File: src/rtl/raizing_textrom_arbiter_if.sv
// raizing_textrom_arbiter_if: requester, priority and ROM-port signals of the text-ROM arbiter
//   PRIO_MODE            arbitration mode (0 round-robin, 1 requester 0 first)
//   REQn/ADDRn           read request and word address from requester n
//   GNTn/DATAn/DVALIDn   address accepted / returned word / return valid for requester n
//   ROM_ADDR/ROM_CS      registered ROM address and read strobe
//   ROM_DATA             ROM read data
interface raizing_textrom_arbiter_if #(
    parameter int AW = 14,
    parameter int DW = 16
);
    logic          PRIO_MODE;
    logic          REQ0, REQ1;
    logic [AW-1:0] ADDR0, ADDR1;
    logic          GNT0, GNT1;
    logic [DW-1:0] DATA0, DATA1;
    logic          DVALID0, DVALID1;
    logic [AW-1:0] ROM_ADDR;
    logic          ROM_CS;
    logic [DW-1:0] ROM_DATA;
    modport master (
        output PRIO_MODE, REQ0, ADDR0, REQ1, ADDR1, ROM_DATA,
        input  GNT0, DATA0, DVALID0, GNT1, DATA1, DVALID1, ROM_ADDR, ROM_CS
    );
    modport slave (
        input  PRIO_MODE, REQ0, ADDR0, REQ1, ADDR1, ROM_DATA,
        output GNT0, DATA0, DVALID0, GNT1, DATA1, DVALID1, ROM_ADDR, ROM_CS
    );
endinterface

File: src/rtl/raizing_textrom_arbiter.sv
// raizing_textrom_arbiter: shares the text-ROM read port between the text layer (0) and extra-text renderer (1)
//   CLK96    video-domain clock, rising edge
//   RESET96  synchronous active-high reset
//   bus      requester handshakes, priority mode and ROM port (slave side)
module raizing_textrom_arbiter #(
    parameter int LAT = 2,
    parameter int AW  = 14,
    parameter int DW  = 16
) (
    input logic                   CLK96,
    input logic                   RESET96,
    raizing_textrom_arbiter_if.slave bus
);
    logic [1:0]            gnt_q, gnt_d, dv_q, dv_d;
    logic [AW-1:0]         rom_addr_q, rom_addr_d;
    logic                  rom_cs_q, rom_cs_d, gid_q, gid_d, last_q, last_d;
    logic [DW-1:0]         data0_q, data0_d, data1_q, data1_d;
    logic [LAT-1:0][1:0]   tag_q, tag_d;
    logic                  el0, el1, win1, any;

    // Tag = {valid, id}. The issue register (rom_cs_q/gid_q) is what the ROM
    // samples, so the tag rides there one cycle before entering the LAT-deep shift.
    generate
        for (genvar g = 0; g < LAT; g++) begin : g_tag
            if (g == 0) begin : g_head
                assign tag_d[g] = {rom_cs_q, gid_q};
            end else begin : g_body
                assign tag_d[g] = tag_q[g-1];
            end
        end
    endgenerate

    always_comb begin
        // A requester still holding REQ in its grant cycle is masked off.
        el0        = bus.REQ0 & ~gnt_q[0];
        el1        = bus.REQ1 & ~gnt_q[1];
        // last_q = 0 means requester 0 won most recently, so 1 takes the tie.
        win1       = el1 & (~el0 | (~bus.PRIO_MODE & ~last_q));
        any        = el0 | el1;
        gnt_d      = {win1, any & ~win1};
        rom_cs_d   = any;
        rom_addr_d = any ? (win1 ? bus.ADDR1 : bus.ADDR0) : rom_addr_q;
        gid_d      = win1;
        last_d     = any ? win1 : last_q;
        dv_d       = {tag_q[LAT-1][1] & tag_q[LAT-1][0], tag_q[LAT-1][1] & ~tag_q[LAT-1][0]};
        data0_d    = dv_d[0] ? bus.ROM_DATA : data0_q;
        data1_d    = dv_d[1] ? bus.ROM_DATA : data1_q;
    end

    always_ff @(posedge CLK96) begin
        if (RESET96) begin
            gnt_q      <= '0;
            dv_q       <= '0;
            rom_addr_q <= '0;
            rom_cs_q   <= 1'b0;
            gid_q      <= 1'b0;
            last_q     <= 1'b1;
            data0_q    <= '0;
            data1_q    <= '0;
            tag_q      <= '0;
        end else begin
            gnt_q      <= gnt_d;
            dv_q       <= dv_d;
            rom_addr_q <= rom_addr_d;
            rom_cs_q   <= rom_cs_d;
            gid_q      <= gid_d;
            last_q     <= last_d;
            data0_q    <= data0_d;
            data1_q    <= data1_d;
            tag_q      <= tag_d;
        end
    end

    assign bus.GNT0     = gnt_q[0];
    assign bus.GNT1     = gnt_q[1];
    assign bus.DVALID0  = dv_q[0];
    assign bus.DVALID1  = dv_q[1];
    assign bus.DATA0    = data0_q;
    assign bus.DATA1    = data1_q;
    assign bus.ROM_ADDR = rom_addr_q;
    assign bus.ROM_CS   = rom_cs_q;
endmodule

File: src/flat_wrapper.sv
// flat-port wrapper written by rule: the top's interface ports become plain ports
module raizing_textrom_arbiter_flat 
#(
    parameter int LAT = 2,
    parameter int AW  = 14,
    parameter int DW  = 16
)
  (CLK96, RESET96, bus_PRIO_MODE, bus_REQ0, bus_ADDR0, bus_REQ1, bus_ADDR1, bus_ROM_DATA, bus_GNT0, bus_DATA0, bus_DVALID0, bus_GNT1, bus_DATA1, bus_DVALID1, bus_ROM_ADDR, bus_ROM_CS);
  raizing_textrom_arbiter_if #(.AW(AW), .DW(DW)) bus_i ();
  input logic CLK96;
  input logic RESET96;
  input wire logic [$bits(bus_i.PRIO_MODE)-1:0] bus_PRIO_MODE;
  input wire logic [$bits(bus_i.REQ0)-1:0] bus_REQ0;
  input wire logic [$bits(bus_i.ADDR0)-1:0] bus_ADDR0;
  input wire logic [$bits(bus_i.REQ1)-1:0] bus_REQ1;
  input wire logic [$bits(bus_i.ADDR1)-1:0] bus_ADDR1;
  input wire logic [$bits(bus_i.ROM_DATA)-1:0] bus_ROM_DATA;
  output wire logic [$bits(bus_i.GNT0)-1:0] bus_GNT0;
  output wire logic [$bits(bus_i.DATA0)-1:0] bus_DATA0;
  output wire logic [$bits(bus_i.DVALID0)-1:0] bus_DVALID0;
  output wire logic [$bits(bus_i.GNT1)-1:0] bus_GNT1;
  output wire logic [$bits(bus_i.DATA1)-1:0] bus_DATA1;
  output wire logic [$bits(bus_i.DVALID1)-1:0] bus_DVALID1;
  output wire logic [$bits(bus_i.ROM_ADDR)-1:0] bus_ROM_ADDR;
  output wire logic [$bits(bus_i.ROM_CS)-1:0] bus_ROM_CS;
  assign bus_i.PRIO_MODE = bus_PRIO_MODE;
  assign bus_i.REQ0 = bus_REQ0;
  assign bus_i.ADDR0 = bus_ADDR0;
  assign bus_i.REQ1 = bus_REQ1;
  assign bus_i.ADDR1 = bus_ADDR1;
  assign bus_i.ROM_DATA = bus_ROM_DATA;
  assign bus_GNT0 = bus_i.GNT0;
  assign bus_DATA0 = bus_i.DATA0;
  assign bus_DVALID0 = bus_i.DVALID0;
  assign bus_GNT1 = bus_i.GNT1;
  assign bus_DATA1 = bus_i.DATA1;
  assign bus_DVALID1 = bus_i.DVALID1;
  assign bus_ROM_ADDR = bus_i.ROM_ADDR;
  assign bus_ROM_CS = bus_i.ROM_CS;
  raizing_textrom_arbiter #(.LAT(LAT), .AW(AW), .DW(DW)) u_core (.CLK96(CLK96), .RESET96(RESET96), .bus(bus_i));
endmodule
File: config.mk
export PLATFORM = sky130hd
export DESIGN_NAME = raizing_textrom_arbiter_flat
export DESIGN_NICKNAME = d
export VERILOG_FILES = /design/src/rtl/raizing_textrom_arbiter_if.sv /design/src/rtl/raizing_textrom_arbiter.sv /design/src/flat_wrapper.sv
export SDC_FILE = /design/constraint.sdc
export NUM_CORES = 1
export LEC_CHECK = 0
export BUFFER_PORTS_ARGS = -buffer_cell sky130_fd_sc_hd__clkbuf_2
export CAP_MARGIN = 0
export CORE_ASPECT_RATIO = 0.75
export CORE_UTILIZATION = 47
export CTS_CLUSTER_SIZE = 40
export DETAILED_ROUTE_END_ITERATION = 10
export PLACE_DENSITY = 0.89
export SYNTH_ARGS = -nofsm -noshare
export SYNTH_HDL_FRONTEND = slang
export SYNTH_SLANG_ARGS = --single-unit
File: constraint.sdc
create_clock -name CLK96 -period 1.94 [get_ports CLK96]
set_clock_uncertainty 0.15 [all_clocks]
set_input_delay 0.194 -clock CLK96 [delete_from_list [all_inputs] [get_ports CLK96]]
set_output_delay 0.194 -clock CLK96 [all_outputs]
set_load 0.05 [all_outputs]
# ---- Word level (Yosys, flattened, before mapping)
# Cells that the tools add are included.
# Widths: inputs -> output; s select.
dict set report totals {
  ff_bits 57
  latchBits 0
  ramBits 0
  romBits 0
  in_bits 49
  out_inout_bits 51
  elab_cells 27
  memories 0
}
dict set report op_classes {
  add_sub_neg 0
  mul 0
  n_div 0
  magnitude_cmp 0
  n_eq_ne 0
  shifts 0
  mux 1
  bitwise 16
  n_reduce_logical 0
}
# op count
set ops {}
lappend ops {{$mux 14} 1}
lappend ops {{$and 1x1->1} 7}
lappend ops {{$not 1->1} 7}
lappend ops {{$or 1x1->1} 2}

# ---- Depth between registers and ports, before layout
dict set report depth {
  word_depth 7
  depth_mapped 6
  depth_no_buf 3
}

# ---- Least setup slack after synthesis
# No wires, ideal clock.
dict set report synth_timing {
  path_type {reg2reg}
  startpoint {reg u_core.gnt_q[0]}
  endpoint {reg u_core.rom_addr_q[10], in the netlist u_core.bus.ROM_ADDR[10]}
  setup_ns 0.122
  arrival_ns 1.518
  required_time_ns 1.668
  setup_slack_ns 0.150
  path_stages_with_launch 6
  path_buffers 2
  period_less_slack_ns 1.790
  cell_sequence {dfxtp_1 nand2b_4 buf_6 buf_2 a21oi_1 a221o_1}
}
dict set report synth_via {
  elab_chain_cells 6
  elab_cells_between_ends 7
  cone_classes {1 x mux; 6 x bitwise}
}
# element line_no
set synth_rtl {}
lappend synth_rtl {{start: declaration} raizing_textrom_arbiter.sv:14} ;# logic [1:0] gnt_q, gnt_d, dv_q, dv_d;
lappend synth_rtl {{start signal: assignment} raizing_textrom_arbiter.sv:62} ;# gnt_q <= gnt_d;
lappend synth_rtl {{$not 1->1 (*)} raizing_textrom_arbiter.sv:35} ;# el0 = bus.REQ0 & ~gnt_q[0];
lappend synth_rtl {{$and 1x1->1 (*)} raizing_textrom_arbiter.sv:35}
lappend synth_rtl {{$not 1->1} raizing_textrom_arbiter.sv:38} ;# win1 = el1 & (~el0 | (~bus.PRIO_MODE & ~last_q));
lappend synth_rtl {{$or 1x1->1} raizing_textrom_arbiter.sv:38}
lappend synth_rtl {{$and 1x1->1} raizing_textrom_arbiter.sv:38}
lappend synth_rtl {{$mux 14} raizing_textrom_arbiter.sv:42} ;# rom_addr_d = any ? (win1 ? bus.ADDR1 : bus.ADDR0) : rom_addr_q;
lappend synth_rtl {{end signal: assignment} raizing_textrom_arbiter.sv:64} ;# rom_addr_q <= rom_addr_d;
lappend synth_rtl {{end: declaration} raizing_textrom_arbiter.sv:15} ;# logic [AW-1:0] rom_addr_q, rom_addr_d;
# Every way passes the cells marked *; elsewhere a longest branch is shown, timed or not.
# A chain may end at the register's enable or synchronous reset.

==> metrics.yaml <==
timing:
  fmaxAchievable_ghz: 0.592
  tns_ps: 0
  finalHoldViolCount: 0
  relSlewSlack_pct: 38.2
  post-route-period-util_pct: 87.1
  worst_slew_pin_slew_ps: 922
  min_period_ps: 1690
  setup_violations: 0
  timing.final.max_slew_violations: 0
  rsz0062_at_grt: "false"
worst_setup_path:
  path_max_fanout: 14
  cp-end-kind: "flip-flop"
  r2r_slack_ps: 250
  startpoint_type: "flip-flop"
  path_class: "flip-flop to flip-flop"
  critical_path_required_ps: 2040
  worstPathArrival_ps: 1790
  r2r_end: "u_core.bus.ROM_ADDR[11]"
  critPathLaunch: "u_core.gid_q"
  worstRegToRegCells: 3
  r2r-start: "u_core.gid_q"
run_status:
  status: "finished, final reports clean"
cells_and_area:
  seq_area_sq_um: 1120
  nets: 423
  drive_gt1_share_pct: 33.1
  syn2layout_area_growth_pct: 31.0
  stdcell_count: 432
  diodes: 0
  multi_input_area_sq_um: 1000
  fillers: 411
floorplanning:
  start_util_pct: 50.7
  rows: 21
  dieArea_sq_um: 5250
  io_pins: 100
  core_area_sq_um: 4600
  die_w_um: 83.3
  die_height_um: 63.0
synth:
  synth_cell_types: 22
  synth_area_per_cell_sq_um: 8.70
  ys_seq_area_share_pct: 48.1
  mappedNetlistArea_sq_um: 2330
  syn_nets: 317
  synth_seq_cells: 56
  yosysWarnings: 0
  syn_inst: 268
hold_path:
  min_to: "u_core.bus.ROM_CS"
  hold_start: "RESET96"
  min_path_cells: 2
  hp-class: "primary input to flip-flop"
cts:
  cts_made_buffers: 5
  clockBufferDepth: 2
  clk_latency_ps: 300
  cts_tree: "yes"
  clockRootBuffer: "clkbuf_8"
  clk_pin_slew_ps: 100
  cts_max_level: 2
  clock_sink_count: 56
global_route:
  grt_pass1_vias: 2152
  grt_max_degree: 35
  grt_overflow: 0
  track_usage_pct: 22.9
  grt_first_pass_wirelength_um: 9630
  antenna_found_initial: 0
place:
  hpwl_um: 4020
  dp.cells: 408
  gp_congestion: 0.813
  port_buffers: 99
power:
  irDropWorstVdd_v: 0.000500
  comb_power_share_pct: 19.7
  p_sw_mw: 0.699
  p_per_area_nw_per_um2: 765
  clock_power_share_pct: 28.0
  p_int_mw: 1.64
  leakage_nw: 1.36
  p_seq_share_pct: 52.3
  switching_share_pct: 29.9
drt:
  post_drt_wl_per_cell_um: 13.3
  drt_iter0_markers: 119
  drtPass1Iterations: 4
  routed_wl_um: 5740
  num_vias: 2242
  drc: 0
  post_drt_via_cell_ratio: 5.19
  ant_nets: 0
job:
  maxCapViolations: 0
-- timing repair --
item                                    4_1_cts  5_1_grt
resized for setup                             0        0
endpoints found under the setup margin        0        0
setup buffers                                 0        0
hold buffers                                 16        0
hold endpoints to repair                     32        0
-- metal layers --
metal | share of wire (%) | vias to the layer above | GRT usage (%) | routed length, um
met5 | 0 | - | 0 | 0
li1 | - | 1120 | - | -
met3 | 5.8 | 7 | 5.94 | 334
met2 | 49 | 67 | 39.3 | 2790
met1 | 45 | 1048 | 28.9 | 2550
met4 | 0.99 | 0 | 5.39 | 57
-- synth_stat cells --
master	count	area share [%]
clkbuf_1	5	0.81
a2111oi_2	6	3.9
nand2b_1	16	4.3
buf_2	11	2.4
nand2_1	65	10
buf_4	2	0.64
and2_1	1	0.27
a221o_1	14	6.0
inv_1	14	2.3
nor2_2	1	0.27
a2111oi_1	3	1.3
nor3_2	1	0.43
nor3_1	1	0.21
dfxtp_1	56	48
buf_6	6	2.9
o21a_1	1	0.32
a2111oi_0	5	1.9
nor2_1	4	0.64
a21oi_1	46	9.9
nand2b_4	1	0.59
nor2b_1	8	2.1
a211o_1	1	0.38
-- cells in the final DEF, fill, tap and decap left out --
cell,netlist,layout
nand2b_4,1,1
inv_1,14,14
a211o_1,1,1
nor2b_1,8,8
a221o_1,14,14
a2111oi_0,5,5
a2111oi_1,3,3
nor2_1,4,4
o21a_1,1,1
a2111oi_2,6,6
nor3_2,1,1
buf_4,2,8
dfxtp_1,56,56
nor2_2,1,1
nor3_1,1,1
clkbuf_8,0,6
clkbuf_2,0,99
clkinv_2,0,2
nand2b_1,16,16
dlygate4sd3_1,0,16
nand2_1,65,65
a21oi_1,46,46
and2_1,1,1
-- sequential cells by signal, indices dropped and copies added, names as in the netlist --
register and count:
u_core.bus.ROM_ADDR 14, u_core.last_q 1, u_core.tag_q 2, u_core.bus.ROM_CS 1, u_core.gnt_q 1, u_core.dv_q 2, u_core.gid_q 1, u_core.bus.DATA1 16
u_core.tag_d 2, u_core.bus.DATA0 16
-- cells by family (layout without fill, tap and decap cells) --
kind of cell           after synthesis  in the layout  synth area share, %
buffers and inverters               38            145                 8.96
and+or+nand+nor                     98             98                 19.3
AOI/OAI and AO/OA                   76             76                 23.6
DFF                                 56             56                 48.1
-- critical path, stage by stage, from the launching register on --
cell and delay [ps]:
dfxtp_1 370, nor2b_1 90, nor3_2 750, a221o_1 280
-- per-stage QoR --
step	worst slack, ps	hold WS (ps)	total power, mW	util, %	area [sq um]
3_3_place_gp	345	278	1.67	60.9	2800
2_1_floorplan	150	180	1.57	-	2330
3_5_place_dp	280	284	1.68	60.9	2800
4_1_cts	284	92.8	2.34	66.4	3050
6_report	250	94.5	2.34	66.4	3050
5_1_grt	133	133	2.44	66.4	3050
-- power by group through the flow --
stage / Clock (mW) / Sequential (mW) / Combinational (mW)
2_1_floorplan: 0 / 1.39 / 0.178
3_3_place_gp: 0 / 1.25 / 0.423
3_5_place_dp: 0 / 1.25 / 0.431
4_1_cts: 0.660 / 1.22 / 0.457
5_1_grt: 0.724 / 1.23 / 0.491
6_report: 0.655 / 1.22 / 0.459
-- final cells by class --
type	instances	share of cell area, %
Clock buffer	6	2.70
Clock inverter	2	0.328
Inverter	14	1.72
Multi-Input combinational cell	174	32.8
Sequential cell	56	36.7
Tap cell	57	2.34
Timing Repair Buffer	123	23.4
-- worst max-delay path by stage --
stage	slack, ps	to
after global routing	130	u_core.bus.ROM_ADDR[3]
final	250	u_core.bus.ROM_ADDR[11]
after CTS	280	u_core.bus.ROM_ADDR[0]
after global placement	340	u_core.bus.ROM_ADDR[2]
after floorplan	150	u_core.bus.ROM_ADDR[10]
after detailed placement	280	u_core.bus.ROM_ADDR[0]
(Power assumes the default switching activity.)
